--- config.mk ---
export PLATFORM = sky130hd
export DESIGN_NAME = uart_mmio_fifo
export DESIGN_NICKNAME = d
export VERILOG_FILES = /design/src/rtl/uart_mmio_fifo.sv
export SDC_FILE = /design/constraint.sdc
export NUM_CORES = 1
export LEC_CHECK = 0
export BUFFER_PORTS_ARGS = -buffer_cell sky130_fd_sc_hd__buf_4
export CORE_UTILIZATION = 58
export DETAILED_ROUTE_END_ITERATION = 7
export GPL_TIMING_DRIVEN = 0
export PLACE_DENSITY = 0.82
export SLEW_MARGIN = 20
export SYNTH_ARGS = -nofsm -noshare
export SYNTH_HDL_FRONTEND = slang
export SYNTH_SLANG_ARGS = --single-unit
--- constraint.sdc ---
create_clock -name clk -period 3.85 [get_ports clk]
set_input_delay 0.5775 -clock clk [delete_from_list [all_inputs] [get_ports clk]]
set_output_delay 0.5775 -clock clk [all_outputs]
set_load 0.005 [all_outputs]
--- src/rtl/uart_mmio_fifo.sv ---
// rtl/uart_mmio_fifo.sv - memory-mapped UART controller with RX/TX byte FIFOs
//
// Decodes EX-stage loads/stores in the BASE_ADDR window and buffers bytes
// between the core and the UART receiver/transmitter.
//
// Ports:
//   clk, rst_n            core clock, asynchronous active-low reset
//   instruction           EX-stage instruction (opcode in [6:0])
//   DataB                 store data (rs2)
//   ALU_result            effective address
//   stall                 EX stage held; suppresses register side effects
//   data_out_valid_rx     UART RX byte valid
//   data_out_rx           UART RX byte
//   data_out_ready_rx     RX FIFO can accept a byte
//   data_in_ready_tx      UART TX ready
//   data_in_valid_tx      TX byte valid
//   data_store_tx         TX byte (0 when empty)
//   data_load_formatted   load result for rd
module uart_mmio_fifo #(
  parameter int          RX_DEPTH  = 8,
  parameter int          TX_DEPTH  = 8,
  parameter logic [31:0] BASE_ADDR = 32'h8000_0000
) (
  input  logic        clk,
  input  logic        rst_n,
  input  logic [31:0] instruction,
  input  logic [31:0] DataB,
  input  logic [31:0] ALU_result,
  input  logic        stall,
  input  logic        data_out_valid_rx,
  input  logic [7:0]  data_out_rx,
  output logic        data_out_ready_rx,
  input  logic        data_in_ready_tx,
  output logic        data_in_valid_tx,
  output logic [7:0]  data_store_tx,
  output logic [31:0] data_load_formatted
);

  localparam logic [6:0] OPC_LOAD  = 7'b0000011;
  localparam logic [6:0] OPC_STORE = 7'b0100011;

  localparam int RX_AW = $clog2(RX_DEPTH);
  localparam int TX_AW = $clog2(TX_DEPTH);
  localparam logic [RX_AW:0] RX_FULL_CNT = RX_DEPTH[RX_AW:0];
  localparam logic [TX_AW:0] TX_FULL_CNT = TX_DEPTH[TX_AW:0];

  logic [7:0]     rx_mem [RX_DEPTH];
  logic [7:0]     tx_mem [TX_DEPTH];
  logic [RX_AW-1:0] rx_rd_ptr, rx_wr_ptr;
  logic [TX_AW-1:0] tx_rd_ptr, tx_wr_ptr;
  logic [RX_AW:0] rx_count;
  logic [TX_AW:0] tx_count;
  logic           rx_underflow, tx_overflow;

  logic rx_full, rx_empty, tx_full, tx_empty;
  logic is_load, is_store;
  logic hit_status, hit_rx_data, hit_tx_data, hit_ctrl;
  logic rx_rd_acc, tx_wr_acc, ctrl_acc;
  logic rx_push, rx_pop, tx_push, tx_pop;
  logic flush, clear;
  logic [7:0] rx_head;
  logic unused_bits;

  assign unused_bits = ^{instruction[31:7], DataB[31:8]};

  assign rx_full  = (rx_count == RX_FULL_CNT);
  assign rx_empty = (rx_count == '0);
  assign tx_full  = (tx_count == TX_FULL_CNT);
  assign tx_empty = (tx_count == '0);
  assign rx_head  = rx_mem[rx_rd_ptr];

  assign is_load     = (instruction[6:0] == OPC_LOAD);
  assign is_store    = (instruction[6:0] == OPC_STORE);
  assign hit_status  = (ALU_result == BASE_ADDR);
  assign hit_rx_data = (ALU_result == BASE_ADDR + 32'h4);
  assign hit_tx_data = (ALU_result == BASE_ADDR + 32'h8);
  assign hit_ctrl    = (ALU_result == BASE_ADDR + 32'hC);

  // Qualified accesses: only these may change state.
  assign rx_rd_acc = is_load  && hit_rx_data && !stall;
  assign tx_wr_acc = is_store && hit_tx_data && !stall;
  assign ctrl_acc  = is_store && hit_ctrl    && !stall;
  assign clear     = ctrl_acc && DataB[0];
  assign flush     = ctrl_acc && DataB[1];

  // Handshake outputs are forced low while reset is asserted.
  assign data_out_ready_rx = rst_n && !rx_full;
  assign data_in_valid_tx  = rst_n && !tx_empty;
  assign data_store_tx     = data_in_valid_tx ? tx_mem[tx_rd_ptr] : 8'h00;

  assign rx_push = data_out_valid_rx && data_out_ready_rx;
  assign rx_pop  = rx_rd_acc && !rx_empty;
  // Fullness is judged on pre-edge state, so a concurrent UART pop does not
  // make room for a store in the same cycle.
  assign tx_push = tx_wr_acc && !tx_full;
  assign tx_pop  = data_in_valid_tx && data_in_ready_tx;

  always_comb begin
    data_load_formatted = 32'h0;
    if (is_load) begin
      if (hit_status)
        data_load_formatted = {8'h00, 8'(tx_count), 8'(rx_count), 4'h0,
                               tx_overflow, rx_underflow, !rx_empty, !tx_full};
      else if (hit_rx_data && !rx_empty)
        data_load_formatted = {24'h0, rx_head};
    end
  end

  always_ff @(posedge clk) begin
    if (rx_push) rx_mem[rx_wr_ptr] <= data_out_rx;
    if (tx_push) tx_mem[tx_wr_ptr] <= DataB[7:0];
  end

  always_ff @(posedge clk or negedge rst_n) begin
    if (!rst_n) begin
      rx_rd_ptr <= '0;
      rx_wr_ptr <= '0;
      rx_count  <= '0;
    end else if (flush) begin
      rx_rd_ptr <= '0;
      rx_wr_ptr <= '0;
      rx_count  <= '0;
    end else begin
      if (rx_push) rx_wr_ptr <= rx_wr_ptr + 1'b1;
      if (rx_pop)  rx_rd_ptr <= rx_rd_ptr + 1'b1;
      case ({rx_push, rx_pop})
        2'b10:   rx_count <= rx_count + 1'b1;
        2'b01:   rx_count <= rx_count - 1'b1;
        default: rx_count <= rx_count;
      endcase
    end
  end

  always_ff @(posedge clk or negedge rst_n) begin
    if (!rst_n) begin
      tx_rd_ptr <= '0;
      tx_wr_ptr <= '0;
      tx_count  <= '0;
    end else if (flush) begin
      tx_rd_ptr <= '0;
      tx_wr_ptr <= '0;
      tx_count  <= '0;
    end else begin
      if (tx_push) tx_wr_ptr <= tx_wr_ptr + 1'b1;
      if (tx_pop)  tx_rd_ptr <= tx_rd_ptr + 1'b1;
      case ({tx_push, tx_pop})
        2'b10:   tx_count <= tx_count + 1'b1;
        2'b01:   tx_count <= tx_count - 1'b1;
        default: tx_count <= tx_count;
      endcase
    end
  end

  // Sticky flags: a set in the same cycle as a clear wins.
  always_ff @(posedge clk or negedge rst_n) begin
    if (!rst_n) begin
      rx_underflow <= 1'b0;
      tx_overflow  <= 1'b0;
    end else begin
      if (rx_rd_acc && rx_empty)  rx_underflow <= 1'b1;
      else if (clear)             rx_underflow <= 1'b0;
      if (tx_wr_acc && tx_full)   tx_overflow  <= 1'b1;
      else if (clear)             tx_overflow  <= 1'b0;
    end
  end

endmodule

==> flow_metrics.env <==
export IMPL_status="completed"
export IMPL_viasPerCell=5.848
export IMPL_p_int_mw=3.040
export IMPL_seq_area_frac_synth=0.6594
export IMPL_cts_htree_levels=4
export IMPL_slew_limit_headroom=0.4053
export IMPL_hold_buffers=0
export IMPL_path_class="in2out"
export IMPL_synthTopCellsByArea="edfxtp_1 58%, mux4_2 11%, dfrtp_1 8.3%"
export IMPL_grt_antenna_before_repair=0
export IMPL_power_switching_uw=910.3
export IMPL_ys_top_cells_by_count="128 x edfxtp_1, 41 x nor2_1, 32 x mux4_2"
export IMPL_clk_pin_slew_ps=60
export IMPL_hold_viol_final=0
export IMPL_diodes=0
export IMPL_worstPathRequired_ps=3270
export IMPL_drc_errors=0
export IMPL_fin_skew_ps=5.434
export IMPL_die_x_um=109.2
export IMPL_synth_edf_count=128
export IMPL_drt_total_wl_um=13990
export IMPL_portBuffers=85
export IMPL_ys_ff_latch=150
export IMPL_power_leakage_nw=2.984
export IMPL_cts_max_path_buffers=2
export IMPL_initial_core_util=0.6041
export IMPL_worst_slew_pin_slew_ps=888.8
export IMPL_clk_latency_ps=410
export IMPL_yosysWarnings=0
export IMPL_area_growth_pct=23.04
export IMPL_synth_ff_type="edfxtp_1"
export IMPL_first_global_vias=4105
export IMPL_synthArstFlopShare=0.1467
export IMPL_cts_repair_resize_count=0
export IMPL_cts_tree="built"
export IMPL_place_gp_congestion=0.7662
export IMPL_setup_viol=0
export IMPL_dieArea_um2=11920
export IMPL_vias=4035
export IMPL_finalPower_mw=3.950
export IMPL_finalCritPeriodShare=0.8456
export IMPL_core_um2=11030
export IMPL_grt_pass1_wl_um=21450
export IMPL_drive_above_1_share=0.3545
export IMPL_max_freq_mhz=307.2
export IMPL_grt_overflow_total=0
export IMPL_synth_cell_types=50
export IMPL_synth_top_area_share=0.5768
export IMPL_worstPathArrival_ps=2680
export IMPL_powerDensity_nw_per_um2=481.7
export IMPL_cap_violations=0
export IMPL_synthCells=416
export IMPL_ioPinCount=151
export IMPL_min_path_type="in2async"
export IMPL_ir_worst_vdd_mv=0.4989
export IMPL_sw_frac_of_total=0.2305
export IMPL_dr_pass1_iters=5
export IMPL_crit_fanout=7
export IMPL_syn_area_um2=6664
export IMPL_grt_start_max_net_pins=26
export IMPL_post_cts_buffers=0
export IMPL_first_iter_violations=281
export IMPL_p_seq_frac=0.483
export IMPL_rows=38
export IMPL_grt_setup_unrepaired="no"
export IMPL_finalNetCount=655
export IMPL_globalRouteTotalUtil=0.2534
export IMPL_p_comb_frac=0.095
export IMPL_crit_path_end_kind="primary output"
export IMPL_fin_crit_ps=3255
export IMPL_yosysMostFrequentCell="edfxtp_1"
export IMPL_final_max_slew_viol_count=0
export IMPL_finalSetupTns_ps=0
export IMPL_power_share_clock=0.422
export IMPL_cts_sink_count=150
export IMPL_die_h_um=109.2
export IMPL_cts_made_buffers=17
export IMPL_post_drt_wl_per_cell_um=20.28
export IMPL_start_kind="input port"
export IMPL_cts_root_buf="clkbuf_16"
export IMPL_yosys_area_top_type="edfxtp_1"
export IMPL_hpwlAfterDp_um=9408
export IMPL_syn_area_per_cell_um2=16.02
export IMPL_timing_hold_ws_ps=59.11
export IMPL_ant_nets=0
## power by group through the flow
| stage | clock, mW | sequential [mW] | combinational [mW] |
|---|---|---|---|
| floorplan | 0 | 1.92 | 0.217 |
| global placement | 0 | 1.93 | 0.321 |
| detailed placement | 0 | 1.94 | 0.361 |
| CTS | 1.68 | 1.91 | 0.376 |
| global route | 1.75 | 1.92 | 0.417 |
| finish | 1.66 | 1.91 | 0.377 |
## state kept, by name (all words and copies together) (netlist names)
signal,flops
rx_count,4
rx_mem,64
rx_rd_ptr,3
rx_underflow,1
rx_wr_ptr,3
tx_count,4
tx_mem,64
tx_overflow,1
tx_rd_ptr,3
tx_wr_ptr,3
## critical path, cell delays in order
cell and delay (ps):
buf_4 110, nor4_1 320, nand4_1 260, nor2_1 290, nand2_1 160, or3_1 400, clkbuf_1 210, o21ai_1 210
buf_4 140
## kinds of logic (layout without fill, tap and decap cells)
kind of cell | count (synthesis) | after routing | share of synthesized area
adders and majority gates | 8 | 8 | 0.01502
DFF | 150 | 150 | 0.6594
AOI/OAI and AO/OA | 21 | 21 | 0.02272
buffers and inverters | 37 | 156 | 0.03323
xor gates and xnor gates | 18 | 18 | 0.02478
muxes | 53 | 53 | 0.1397
other | 1 | 16 | 0.0005627
and+or+nand+nor | 128 | 128 | 0.1046
## worst paths after layout
check | cells past startpoint | from | to | slack (ps)
worst max register to register | 11 | tx_count[2]$_DFFE_PN0P_ | tx_count[3]$_DFFE_PN0P_ | 1060
min in group clk | 1 | data_out_rx[2] | rx_mem[2][2]$_DFFE_PP_ | 390
worst min register to register | 2 | tx_overflow$_DFFE_PN0P_ | tx_overflow$_DFFE_PN0P_ | 520
worst max-delay path | 9 | ALU_result[9] | data_load_formatted[2] | 590
worst min-delay path | 1 | rst_n | tx_count[0]$_DFFE_PN0P_ | 60
max in group asynchronous | 1 | rst_n | rx_rd_ptr[2]$_DFFE_PN0P_ | 3530
## placed cells by master, fill, tap and decap left out, drive strengths merged, types with 10 or more instances in the layout
cell    Yosys  final
edfxtp    128    128
buf        28    116
nor2       41     41
mux4       32     32
nand2      27     27
clkbuf      7     24
dfrtp      22     22
mux2i      21     21
conb        1     16
xnor2      13     13
and2       11     11
nor3       11     11
nor4       10     10
## layer usage
| metal | track usage | wire (µm) | vias to the layer above | part of all wire |
|---|---|---|---|---|
| met2 | 0.4420 | 7589 | 188 | 0.54 |
| met1 | 0.3065 | 5068 | 1996 | 0.36 |
| met3 | 0.05200 | 878 | 39 | 0.063 |
| met4 | 0.1086 | 457 | 0 | 0.033 |
| met5 | 0 | 0 | - | 0 |
| li1 | - | - | 1812 | - |
## per-stage QoR
stage            util  worst slack [ps]  cells  cell area [µm²]
3_5_place_dp   0.6891             620.2    659             7601
3_3_place_gp   0.6830             315.5    656             7533
4_1_cts        0.7433             570.2    690             8199
2_1_floorplan       -              1197    431             6720
6_report       0.7433             594.6    690             8199
5_1_grt        0.7433             421.2    690             8199
## area by class of cell
type,instances,area (µm²)
buffer,35,214.0
clock buffer,17,425.4
clock inverter,14,172.7
fill,648,2831
inverter,2,7.507
multi-input combinational,244,2152
sequential,150,4394
tap,140,175.2
timing repair buffer,88,658.1
(Power assumes the default switching activity.)
